**src/rtl/vga_timing_monitor.sv**
```systemverilog
// Receive-side VGA raster checker: measures line/frame timing against nominal values and tracks lock.
// Optional active-width checking is compiled in with VMON_ACTIVE_CHECK_EN.
module vga_timing_monitor #(
  parameter int H_TOTAL     = 800,
  parameter int H_SYNC      = 96,
  parameter int H_ACTIVE    = 640,
  parameter int V_TOTAL     = 525,
  parameter int LOCK_FRAMES = 2,
  parameter int HW          = 10,
  parameter int VW          = 10
) (
  input  logic          Clk,
  input  logic          Reset,
  input  logic          pix_en,
  input  logic          hSync,
  input  logic          vSync,
  input  logic          bright,
  output logic          locked,
  output logic [HW-1:0] h_period,
  output logic [VW-1:0] v_period,
  output logic [3:0]    err_flags,
  output logic [7:0]    err_count,
  output logic          frame_pulse
);

  // The line counter must be able to reach the 2-line timeout, which can exceed HW bits.
  localparam int HCW = $clog2(2*H_TOTAL+1);
  localparam int GW  = $clog2(LOCK_FRAMES+1);

  localparam logic [HCW-1:0] H_TOT_C   = HCW'(H_TOTAL);
  localparam logic [HCW-1:0] TMO_M1    = HCW'(2*H_TOTAL-1);
  localparam logic [HCW-1:0] HC_ONE    = HCW'(1);
  localparam logic [HW-1:0]  H_SYNC_C  = HW'(H_SYNC);
  localparam logic [HW-1:0]  HW_ONE    = HW'(1);
  localparam logic [VW-1:0]  V_TOT_C   = VW'(V_TOTAL);
  localparam logic [VW-1:0]  VW_ONE    = VW'(1);
  localparam logic [GW-1:0]  GOOD_LAST = GW'(LOCK_FRAMES-1);
  localparam logic [GW-1:0]  G_ONE     = GW'(1);

  typedef enum logic [1:0] {SEARCH, TRACK, LOCKED} state_t;

  state_t           state_q, state_d;
  logic             prev_h_q, prev_h_d, prev_v_q, prev_v_d;
  logic [HCW-1:0]   h_cnt_q, h_cnt_d;
  logic [HW-1:0]    hs_cnt_q, hs_cnt_d;
  logic [VW-1:0]    v_cnt_q, v_cnt_d;
  logic             h_ref_q, h_ref_d;
  logic [GW-1:0]    good_cnt_q, good_cnt_d;
  logic             line_acc_q, line_acc_d;
  logic             locked_q, locked_d;
  logic [HW-1:0]    h_period_q, h_period_d;
  logic [VW-1:0]    v_period_q, v_period_d;
  logic [3:0]       err_flags_q, err_flags_d;
  logic [7:0]       err_count_q, err_count_d;
  logic             frame_pulse_q, frame_pulse_d;
  logic             h_edge, h_rise, v_edge, chk, lerr, verr, timeout;

`ifdef VMON_ACTIVE_CHECK_EN
  localparam logic [HW-1:0] H_ACT_C = HW'(H_ACTIVE);
  logic [HW-1:0] act_cnt_q, act_cnt_d;
`else
  localparam int unused_h_active = H_ACTIVE;
  logic unused_bright;
  assign unused_bright = bright;
`endif

  function automatic logic [HCW-1:0] sat_hc(input logic [HCW-1:0] x);
    return (x == '1) ? x : x + HC_ONE;
  endfunction

  function automatic logic [HW-1:0] sat_h(input logic [HW-1:0] x);
    return (x == '1) ? x : x + HW_ONE;
  endfunction

  function automatic logic [VW-1:0] sat_v(input logic [VW-1:0] x);
    return (x == '1) ? x : x + VW_ONE;
  endfunction

  always_comb begin
    state_d       = state_q;
    prev_h_d      = prev_h_q;
    prev_v_d      = prev_v_q;
    h_cnt_d       = h_cnt_q;
    hs_cnt_d      = hs_cnt_q;
    v_cnt_d       = v_cnt_q;
    h_ref_d       = h_ref_q;
    good_cnt_d    = good_cnt_q;
    line_acc_d    = line_acc_q;
    locked_d      = locked_q;
    h_period_d    = h_period_q;
    v_period_d    = v_period_q;
    err_flags_d   = err_flags_q;
    err_count_d   = err_count_q;
    frame_pulse_d = 1'b0;
    h_edge        = 1'b0;
    h_rise        = 1'b0;
    v_edge        = 1'b0;
    chk           = 1'b0;
    lerr          = 1'b0;
    verr          = 1'b0;
    timeout       = 1'b0;
`ifdef VMON_ACTIVE_CHECK_EN
    act_cnt_d     = act_cnt_q;
`endif
    if (pix_en) begin
      h_edge        = prev_h_q & ~hSync;
      h_rise        = ~prev_h_q & hSync;
      v_edge        = prev_v_q & ~vSync;
      prev_h_d      = hSync;
      prev_v_d      = vSync;
      frame_pulse_d = v_edge;
      chk           = (state_q != SEARCH) && h_ref_q;

      if (h_edge) begin
        h_period_d = HW'(h_cnt_q + HC_ONE);
        h_cnt_d    = '0;
        hs_cnt_d   = HW_ONE;
        v_cnt_d    = sat_v(v_cnt_q);
        if (state_q != SEARCH) h_ref_d = 1'b1;
        if (chk && ((h_cnt_q + HC_ONE) != H_TOT_C)) begin
          lerr           = 1'b1;
          err_flags_d[0] = 1'b1;
        end
      end else begin
        h_cnt_d = sat_hc(h_cnt_q);
        if (!hSync) hs_cnt_d = sat_h(hs_cnt_q);
        timeout = (h_cnt_q == TMO_M1);
      end

      if (h_rise) begin
        if (chk && (hs_cnt_q != H_SYNC_C)) begin
          lerr           = 1'b1;
          err_flags_d[1] = 1'b1;
        end
        hs_cnt_d = '0;
      end

`ifdef VMON_ACTIVE_CHECK_EN
      // Lines with no bright pixels (blanking lines) are not active-width checked.
      if (h_edge) begin
        if (chk && (act_cnt_q != '0) && (act_cnt_q != H_ACT_C)) begin
          lerr           = 1'b1;
          err_flags_d[3] = 1'b1;
        end
        act_cnt_d = bright ? HW_ONE : '0;
      end else if (bright) begin
        act_cnt_d = sat_h(act_cnt_q);
      end
`endif

      if (lerr) begin
        line_acc_d = 1'b1;
        if (state_q == LOCKED) begin
          state_d    = TRACK;
          locked_d   = 1'b0;
          good_cnt_d = '0;
        end
      end

      // A line error on the vSync sample closes the previous frame's last line, so it counts here.
      if (v_edge) begin
        v_period_d = v_cnt_q;
        v_cnt_d    = h_edge ? VW_ONE : '0;
        line_acc_d = 1'b0;
        if (state_q == SEARCH) begin
          state_d    = TRACK;
          h_ref_d    = 1'b0;
          good_cnt_d = '0;
        end else begin
          verr = (v_cnt_q != V_TOT_C);
          if (verr) err_flags_d[2] = 1'b1;
          if (verr || line_acc_q || lerr) begin
            err_count_d = (err_count_q == 8'hFF) ? err_count_q : err_count_q + 8'd1;
            good_cnt_d  = '0;
            state_d     = TRACK;
            locked_d    = 1'b0;
          end else if (state_q == TRACK) begin
            if (good_cnt_q == GOOD_LAST) begin
              state_d    = LOCKED;
              locked_d   = 1'b1;
              good_cnt_d = GW'(LOCK_FRAMES);
            end else begin
              good_cnt_d = good_cnt_q + G_ONE;
            end
          end
        end
      end

      if (timeout) begin
        state_d        = SEARCH;
        locked_d       = 1'b0;
        err_flags_d[0] = 1'b1;
        h_ref_d        = 1'b0;
        good_cnt_d     = '0;
        line_acc_d     = 1'b0;
      end
    end
  end

  always_ff @(posedge Clk or posedge Reset) begin
    if (Reset) begin
      state_q       <= SEARCH;
      prev_h_q      <= 1'b1;
      prev_v_q      <= 1'b1;
      h_cnt_q       <= '0;
      hs_cnt_q      <= '0;
      v_cnt_q       <= '0;
      h_ref_q       <= 1'b0;
      good_cnt_q    <= '0;
      line_acc_q    <= 1'b0;
      locked_q      <= 1'b0;
      h_period_q    <= '0;
      v_period_q    <= '0;
      err_flags_q   <= '0;
      err_count_q   <= '0;
      frame_pulse_q <= 1'b0;
`ifdef VMON_ACTIVE_CHECK_EN
      act_cnt_q     <= '0;
`endif
    end else begin
      state_q       <= state_d;
      prev_h_q      <= prev_h_d;
      prev_v_q      <= prev_v_d;
      h_cnt_q       <= h_cnt_d;
      hs_cnt_q      <= hs_cnt_d;
      v_cnt_q       <= v_cnt_d;
      h_ref_q       <= h_ref_d;
      good_cnt_q    <= good_cnt_d;
      line_acc_q    <= line_acc_d;
      locked_q      <= locked_d;
      h_period_q    <= h_period_d;
      v_period_q    <= v_period_d;
      err_flags_q   <= err_flags_d;
      err_count_q   <= err_count_d;
      frame_pulse_q <= frame_pulse_d;
`ifdef VMON_ACTIVE_CHECK_EN
      act_cnt_q     <= act_cnt_d;
`endif
    end
  end

  assign locked      = locked_q;
  assign h_period    = h_period_q;
  assign v_period    = v_period_q;
  assign err_flags   = err_flags_q;
  assign err_count   = err_count_q;
  assign frame_pulse = frame_pulse_q;

endmodule
```
**config.mk**
```make
export PLATFORM = sky130hd
export DESIGN_NAME = vga_timing_monitor
export DESIGN_NICKNAME = d
export VERILOG_FILES = /design/src/rtl/vga_timing_monitor.sv
export SDC_FILE = /design/constraint.sdc
export NUM_CORES = 1
export LEC_CHECK = 0
export ABC_CLOCK_PERIOD_IN_PS = 2100
export CAP_MARGIN = 20
export CORE_ASPECT_RATIO = 0.5
export CORE_MARGIN = 2
export CORE_UTILIZATION = 51
export CTS_CLUSTER_DIAMETER = 100
export DETAILED_ROUTE_END_ITERATION = 6
export PLACE_DENSITY = 0.72
export RECOVER_POWER = 25
export SETUP_SLACK_MARGIN = 0.15
export SLEW_MARGIN = 15
export SYNTH_ARGS = -nofsm -noshare
export SYNTH_HDL_FRONTEND = slang
export SYNTH_SLANG_ARGS = --single-unit
```
**constraint.sdc**
```tcl
create_clock -name Clk -period 2.1 [get_ports Clk]
set_input_delay 0.21 -clock Clk [delete_from_list [all_inputs] [get_ports Clk]]
set_output_delay 0.21 -clock Clk [all_outputs]
set_load 0.02 [all_outputs]
```
Yosys cells after proc, flatten, opt, wreduce, memory -nomap -nowiden
Index checks and enable logic that the tools add are counted.

storage, ports and cells
  bits in registers = 72
  output and inout port bits = 34

cells by class
  equal/unequal tests = 15
  add/subtract/negate cells = 5
  mux-type cells = 53
  bitwise gates (word level) = 8
  reduce and logical (&&, ||, !) cells = 21

operator list
  kind                   number
  $mux 10                7
  $mux 2                 16
  $mux 1                 28
  $eq 11x11->1 const B   2
  $mux 11                2
  $add 10x1->10 const B  2
  $eq 10x10->1 const B   2
  $reduce_and 3->1       4
  $add 11x1->11 const B  1
  $ne 11x10->1 const B   1
  $ne 10x10->1 const B   1
  $ne 10x7->1 const B    1
  $add 8x1->8 const B    1
  $eq 8x8->1 const B     1
  $reduce_and 2->1       4
  $reduce_bool 2->1      4
  $not 1->1              5
  $reduce_and 5->1       1
  $eq 2x1->1 const B     2
  $ne 2x2->1 const B     2
  $reduce_and 4->1       1
  $and 1x1->1            3
  $logic_and 1x1->1      3
  $ne 3x1->1 const B     1
  6 further kinds        7

Depth between registers and ports, before layout
Gate-level depths: netlist (run 1).

  depth in word-level cells = 15
  gate-level depth with buffers = 9
  mapped depth without buffers = 8

Least setup slack after synthesis (run 1)
No wires, ideal clock.

  path kind = register to register
  start point = register h_cnt_q[0]
  end point = register good_cnt_q[0]
  data required time = 1.950 ns
  library setup time = 0.150 ns
  cell stages (with the launch flop) = 9
  arrival time = 1.993 ns
  setup slack = -0.044 ns
  clock period less this slack = 2.144 ns
  path through = dfrtp_1 ha_1 buf_2 and4_1 mux2i_1 o32a_1 nor2_1 o41ai_1 a211oi_1

between the ends
  cells in the longest elaborated chain, start to end = 14
  elaborated cells between the ends (all ways) = 18

ends and longest elaborated chain
  item                    RTL line  source
  from (decl)             44        logic [HCW-1:0] h_cnt_q, h_cnt_d;
  from (signal assigned)  224       h_cnt_q <= h_cnt_d;
  $add 11x1->11           120       if (chk && ((h_cnt_q + HC_ONE) != H_TOT_C)) begin
  $ne 11x10->1            120
  $logic_and 1x1->1       120
  $mux 1                  120
  $mux 1                  114       if (h_edge) begin
  $mux 1                  131       if (chk && (hs_cnt_q != H_SYNC_C)) begin
  $mux 1                  130       if (h_rise) begin
  $mux 1                  105       if (pix_en) begin
  $mux 2                  151       if (lerr) begin
  $mux 2                  177       end else if (state_q == TRACK) begin
  $mux 2                  172       if (verr || line_acc_q || lerr) begin
  $mux 2                  165       if (state_q == SEARCH) begin
  $mux 2                  161       if (v_edge) begin
  $mux 2 (*)              189       if (timeout) begin
  to (signal assigned)    228       good_cnt_q <= good_cnt_d;
  to (decl)               48        logic [GW-1:0] good_cnt_q, good_cnt_d;

Every way passes the cells marked *; elsewhere a longest branch is shown, timed or not. The select of a mux whose other input is x is not followed.
A chain may end at the register's enable or synchronous reset.

Final worst setup path (run 1)
  start point = register h_cnt_q[1]
  end point = register err_count_q[1] (netlist: err_count[1])

between the ends
  cells in the longest elaborated chain, start to end = 10

ends and longest elaborated chain
  item                            RTL line  source
  $add 11x1->11 (*)               120
  $ne 11x10->1 (*)                120
  $logic_and 1x1->1 (*)           120
  $mux 1 (*)                      120
  $mux 1 (*)                      114
  $mux 1                          131
  $mux 1 (*)                      130
  $mux 1 (*)                      105
  $logic_or 1x1->1 (*)            172
  $reduce_and 5->1 (no line) (*)  --
  to (signal assigned)            234       err_count_q <= err_count_d;
  to (decl)                       54        logic [7:0] err_count_q, err_count_d;

Marked as above.

==> metrics.cfg, run 1 <==
[placement]
place_congestion = 0.918
place_inst = 597
dpl.hpwl_um = 6850
placed_area_um2 = 4800
port_buffers = 37

[detailed_routing]
vias = 3771
route.met3.wl_um = 721
wl_per_cell_um = 17.6
ant_nets = 0
topRoutingLayerUsed = met4
viasPerCell = 5.92
wl_met2_um = 5180
drt-initial-drc-count = 366
routedLengthMet1_um = 4940
finalWirelength_um = 11200
firstDrtPassIters = 5
detail_route.drc_violations = 0

[power]
max-vdd-ir-drop_v = 0.000695
power_density_nw_per_um2 = 818
p_leak_uw = 0.00249

[critical_path]
end_kind = register
r2r_end = err_count[1]
cp.arrival_ns = 2.43
r2r-start = h_cnt_q[1]
path_class = reg2reg
ff2ff_path_depth = 8
rrSetupSlack_ns = -0.10
critPathRequiredTime_ns = 2.32
cp-start-kind = register
path_max_fanout = 7

[synthesis]
seq_area_frac_synth_pct = 46.5
synth-async-reset-ratio_pct = 100
synth-warning-count = 0
syn_avg_cell_area_um2 = 9.16
syn_area_um2 = 3880
synth_edf_count = 0
synth_ff_type = dfrtp_1
ys_ff_latch = 72
syn-num-nets = 440
ys_top_cells_by_area = dfrtp_1 (45%), nand2_1 (5.7%), o21ai_0 (5.4%)
syn_inst = 424
yosys.area.top_type = dfrtp_1
synth_top_area_share_pct = 45.1
ys_types = 59

[timing]
slew_violations = 0
finalSetupViolCount = 14
finalHoldViolations = 0
fmaxAchievable_ghz = 0.454
fin_skew_ns = 0.00558
max_slew_margin_pct = 38.1
rsz0062_at_grt = true
finalWorstSetupSlack_ns = -0.105
min_period_over_period_pct = 105
worstMarginPinSlew_ns = 0.928
min_period_ns = 2.20

[cts]
clk_latency_ns = 0.34
numCtsBuffers = 9
cts_max_path_buffers = 2
cts_sinks = 72
cts_root_buffer = clkbuf_16
cts-hold-fix-buffers = 0
cts_tree = done
clkTransAtPathRegs_ns = 0.06
htreeDepth = 3

[floorplanning]
die_area_um2 = 8370
rows = 22
initial_utilization_pct = 52.8
die_h_um = 65.7
die_w_um = 127
coreArea_um2 = 7350
num_io_pins = 40

[global_routing]
grt_pass1_vias = 3655
globalRouteTotalUtil_pct = 26.9
grt_max_degree = 39
antenna_found_initial = 0
grt_pass1_wl_um = 17600
grt-ovfl-total = 0

[layout]
antennaDiodeCount = 0
final_cells = 637
postLayoutCellArea_um2 = 5650
final_cell_mix = buf_4 (77), dfrtp_1 (63), nand2_1 (56)
drive_above_1_share_pct = 33.3
layout_commonest_cell = buf_4
layout.nets = 552
area_growth_syn_to_layout_pct = 45.5

[outcome]
violations = negative setup slack
status = finished, violations left

[worst_hold_path]
hold_path_end = prev_h_q
hold_class = in2reg
hp-start = hSync
whs_path_depth = 3

[run]
drv_cap = 0

## synth_stat cells (5+ instances only)
cell type,instances
nand2_1,59
dfrtp_1,70
o21ai_0,42
inv_1,21
nand3_1,12
nand2b_1,5
ha_1,10
nand4_1,9
buf_2,7
clkbuf_1,9
nor2_1,35
nor3_1,9
or3_1,6
a31oi_1,6
o31ai_1,8
a21oi_1,10
and3_1,9
xnor2_1,20
## how the worst max path moves through the flow
| stage | start | endpoint | slack, ns | depth (start not counted) |
|---|---|---|---|---|
| finish | h_cnt_q[1] | err_count[1] | -0.10 | 8 |
| global route | h_cnt_q[1] | err_count[4] | -0.20 | 9 |
| CTS | h_cnt_q[0] | err_count[1] | 0.02 | 7 |
| detailed placement | hSync | hs_cnt_q[6] | -0.24 | 8 |
| global placement | hSync | hs_cnt_q[6] | -0.14 | 8 |
| floorplan | hs_cnt_q[0] | err_count[1] | 0.07 | 9 |
## critical path: stages, from the launching register on
cell	delay, ns
dfrtp_2	0.42
buf_4	0.13
nand4_1	0.17
buf_4	0.20
nor4_2	0.26
o221ai_4	0.17
o21ba_4	0.27
o21ai_4	0.16
mux2_4	0.31
## repair_timing
| item | 4_1_cts | 5_1_grt |
|---|---|---|
| setup endpoints to repair | 29 | 38 |
| gates resized for setup | 29 | 61 |
| pin swaps | 14 | 28 |
| buffers inserted | 13 | 11 |
## cell families (layout without fill, tap and decap cells)
logic type / Yosys count / in the layout / share of synthesized area (%)
AOI/OAI and AO/OA: 103 / 103 / 17.4
adders and majority gates: 10 / 10 / 3.22
DFF: 72 / 72 / 46.5
and+or+nand+nor: 167 / 167 / 21.1
muxes: 5 / 5 / 1.42
other: 1 / 1 / 0.0966
buffers and inverters: 43 / 160 / 5.06
xor gates and xnor gates: 23 / 23 / 5.19
## metal layers
layer,vias to the layer above,global-route usage [%]
met5,-,0
met4,0,9.07
met3,45,7.90
met2,169,44.0
met1,1832,34.7
li1,1725,-
## flip-flops by register name, summed over array words and instances, names as in the netlist
signal and cells:
v_period 10, state_q 2, h_period 10, h_cnt_q 11
h_ref_q 1, locked 1, frame_pulse 1, v_cnt_q 10
err_flags 3, err_count 8, line_acc_q 1, prev_v_q 1
prev_h_q 1, hs_cnt_q 10, good_cnt_q 2
## final cells by class
type                    instances  area [um^2]
multi-input cells             309         2300
flip-flops and latches         72         1810
fillers                       437         1700
repair buffers                123         1050
clock buffers                  10          229
well taps                      96          120
inverters                      21         80.1
clock inverters                 6         60.1
## power by group
group	internal (uW)	switching (uW)
clock	913	590
combinational	653	696
sequential	1590	178
total	3160	1460
## through the flow
| stage | worst slack [ns] | hold WS [ns] | power, uW | TNS, ns | utilization [%] |
|---|---|---|---|---|---|
| after floorplan | 0.0691 | 0.324 | 2400 | 0 | - |
| after global placement | -0.143 | 0.456 | 2880 | -1.53 | 65.4 |
| after detailed placement | -0.239 | 0.451 | 2920 | -3.16 | 65.4 |
| after CTS | 0.0186 | 0.228 | 4490 | 0 | 72.3 |
| after global routing | -0.202 | 0.234 | 4830 | -2.66 | 76.9 |
| final | -0.105 | 0.192 | 4620 | -0.823 | 76.9 |
Power figures use the tool's default switching activity.
==> run 2, diff against run 1 <==
CAP_MARGIN = default   (was 20)
CORE_UTILIZATION = 53   (was 51)
CTS_BUF_LIST = sky130_fd_sc_hd__clkbuf_8   (was default)
PLACE_DENSITY = 0.74   (was 0.72)
TNS_END_PERCENT = 30   (was default)
==> run 2 against run 1 <==
Net effect:
- the run still ends with negative setup slack left
- utilization rose by 3.7 points
- sequential power barely moved
- sequential cell count did not move
- critical endpoint unchanged
- combinational power down 3%
- fmax fell by 2.2%
- design area decreased by 1.8%
- final cell count fell by 0.16%
- critical path depth is the same
- worst setup slack worse by 0.049 ns
- register-to-register slack lost 0.05 ns
==> metrics.cfg, run 2 (same netlist as run 1, synthesis figures left out) <==
[power]
pwr-share-seq_pct = 41.0  ; +2.7 points
comb_power_share_pct = 30.6  ; +1.4 points
clkPwrFrac_pct = 28.4  ; -4.1 points
power_density_nw_per_um2 = 769  ; -6.0%
switching_share_pct = 32.9  ; +1.2 points
p_sw_uw = 1400  ; -4.2%
max-vdd-ir-drop_v = 0.000600  ; -14%
cellInternalPower_uw = 2860  ; -9.3%
p_leak_uw = 0.00243  ; -2.4%

[timing]
rsz0062_at_grt = true
hold_ws_ns = 0.209  ; +0.0173 ns
min_period_ns = 2.25  ; +0.0489 ns
fmaxAchievable_ghz = 0.444  ; -2.2%
finalHoldViolations = 0  ; unchanged
max_slew_margin_pct = 44.0  ; +5.9 points
finalSetupViolCount = 14  ; unchanged
min_period_over_period_pct = 107  ; +2.3 points
fin_skew_ns = 0.00748  ; +0.00190 ns
slew_violations = 0  ; unchanged
finalWorstSetupSlack_ns = -0.154  ; -0.0489 ns
worstMarginPinSlew_ns = 0.840  ; -0.0883 ns

[layout]
utilization_pct = 80.6  ; +3.7 points
regMostFlops = h_cnt_q
drive_above_1_share_pct = 32.5  ; -0.73 points
antennaDiodeCount = 0  ; unchanged
area_growth_syn_to_layout_pct = 42.9
layout_commonest_cell = buf_4
final_cell_mix = buf_4 (80), dfrtp_1 (64), nand2_1 (56)
layout.nets = 555  ; +0.54%
fillers = 407  ; -6.9%
largest_reg_flops = 11  ; unchanged
final_cells = 636  ; -0.16%

[detailed_routing]
finalWirelength_um = 11200  ; -0.18%
detail_route.drc_violations = 0  ; unchanged
wl_per_cell_um = 17.6  ; about the same
firstDrtPassIters = 6  ; +1
viasPerCell = 5.98  ; +1.1%
ant_nets = 0  ; unchanged
vias = 3806  ; +0.93%
drt-initial-drc-count = 454  ; +24%

[critical_path]
path_class = reg2reg
critPathRequiredTime_ns = 2.35  ; +0.03 ns
cp.arrival_ns = 2.50  ; +0.07 ns
r2r_end = err_count[1]
rrSetupSlack_ns = -0.15  ; -0.05 ns
ff2ff_path_depth = 8  ; unchanged
path_max_fanout = 6  ; -1
end_kind = register
cp-start-kind = register
r2r-start = h_cnt_q[0]

[cts]
cts-hold-fix-buffers = 0  ; unchanged
clk_latency_ns = 0.36  ; +0.02 ns
cts_root_buffer = clkbuf_8
htreeDepth = 3  ; unchanged
numCtsBuffers = 9  ; unchanged
cts_sinks = 72  ; unchanged
clkTransAtPathRegs_ns = 0.08  ; +0.02 ns
cts_tree = done
cts_max_path_buffers = 2  ; unchanged

[placement]
place_congestion = 0.914  ; -0.44%
port_buffers = 37  ; unchanged
place_inst = 601  ; +0.67%
dpl.hpwl_um = 7280  ; +6.3%

[worst_hold_path]
whs_path_depth = 3  ; unchanged
hold_path_end = prev_h_q
hold_class = in2reg
hp-start = hSync

[floorplanning]
die_w_um = 125  ; -1.8%
num_io_pins = 40  ; unchanged
rows = 21  ; -4.5%
die_area_um2 = 8070  ; -3.6%
coreArea_um2 = 6880  ; -6.3%
initial_utilization_pct = 56.4  ; +3.6 points
die_h_um = 64.5  ; -1.8%

[outcome]
violations = negative setup slack
status = finished, violations left

[global_routing]
grt_pass1_wl_um = 17800  ; +0.98%
grt_max_degree = 35  ; -10%
globalRouteTotalUtil_pct = 27.7  ; +0.79 points
grt_pass1_vias = 3602  ; -1.5%
antenna_found_initial = 0  ; unchanged
grt-ovfl-total = 0  ; unchanged

[run]
drv_cap = 0  ; unchanged

## run 2: worst max path at each step
| stage | endpoint | from | slack, ns |
|---|---|---|---|
| final | err_count[1] | h_cnt_q[0] | -0.15 |
| after global routing | err_count[1] | h_cnt_q[0] | -0.19 |
| after CTS | locked | h_cnt_q[0] | 0.04 |
| after detailed placement | hs_cnt_q[9] | hSync | -0.29 |
| after global placement | locked | hSync | -0.17 |
| after floorplan | err_count[1] | hs_cnt_q[0] | 0.07 |
## run 2: critical path, stage by stage, from the launching register on
cell,delay (ns)
dfrtp_2,0.45
ha_4,0.21
and4_1,0.19
mux2i_1,0.20
o32a_1,0.34
buf_4,0.17
o21ba_4,0.21
o21ai_4,0.07
mux2_4,0.29
## run 2: cell type report
class                   count  area [um^2]  area share, %
clock buffers               9          124           2.23
repair buffers            125         1060           19.1
flip-flops and latches     72         1810           32.7
clock inverters             7         88.8           1.60
well taps                  92          115           2.07
multi-input cells         310         2270           40.9
inverters                  21         80.1           1.44
## run 2: metrics by stage
| step | setup TNS [ns] | setup WS, ns | cell area (um^2) | power (uW) |
|---|---|---|---|---|
| final | -1.03 | -0.154 | 5550 | 4270 |
| after global routing | -1.85 | -0.187 | 5550 | 4480 |
| after CTS | 0 | 0.0388 | 5260 | 4190 |
| after detailed placement | -5.16 | -0.294 | 4870 | 2930 |
| after global placement | -2.08 | -0.166 | 4870 | 2890 |
| after floorplan | 0 | 0.0691 | 3960 | 2400 |
## run 2: per-layer routing
metal / track usage [%] / wire length (um) / vias to the layer above
met5: 0 / 0 / -
met4: 8.33 / 184 / 0
met3: 7.68 / 741 / 25
met2: 46.3 / 5310 / 162
met1: 35.7 / 4950 / 1887
li1: - / - / 1732
## run 2: repair_timing
action | in CTS | in global routing
endpoints found under the setup margin | 34 | 40
setup buffers | 7 | 11
gates resized for setup | 24 | 54
cloned | 1 | 0
pin swaps | 7 | 28
## run 2: power groups by stage
stage / Combinational, uW / Clock (uW) / Sequential [uW]
after CTS: 1230 / 1220 / 1750
after detailed placement: 1170 / 0 / 1760
after global placement: 1140 / 0 / 1750
after floorplan: 511 / 0 / 1890
after global routing: 1410 / 1290 / 1780
final: 1310 / 1210 / 1750
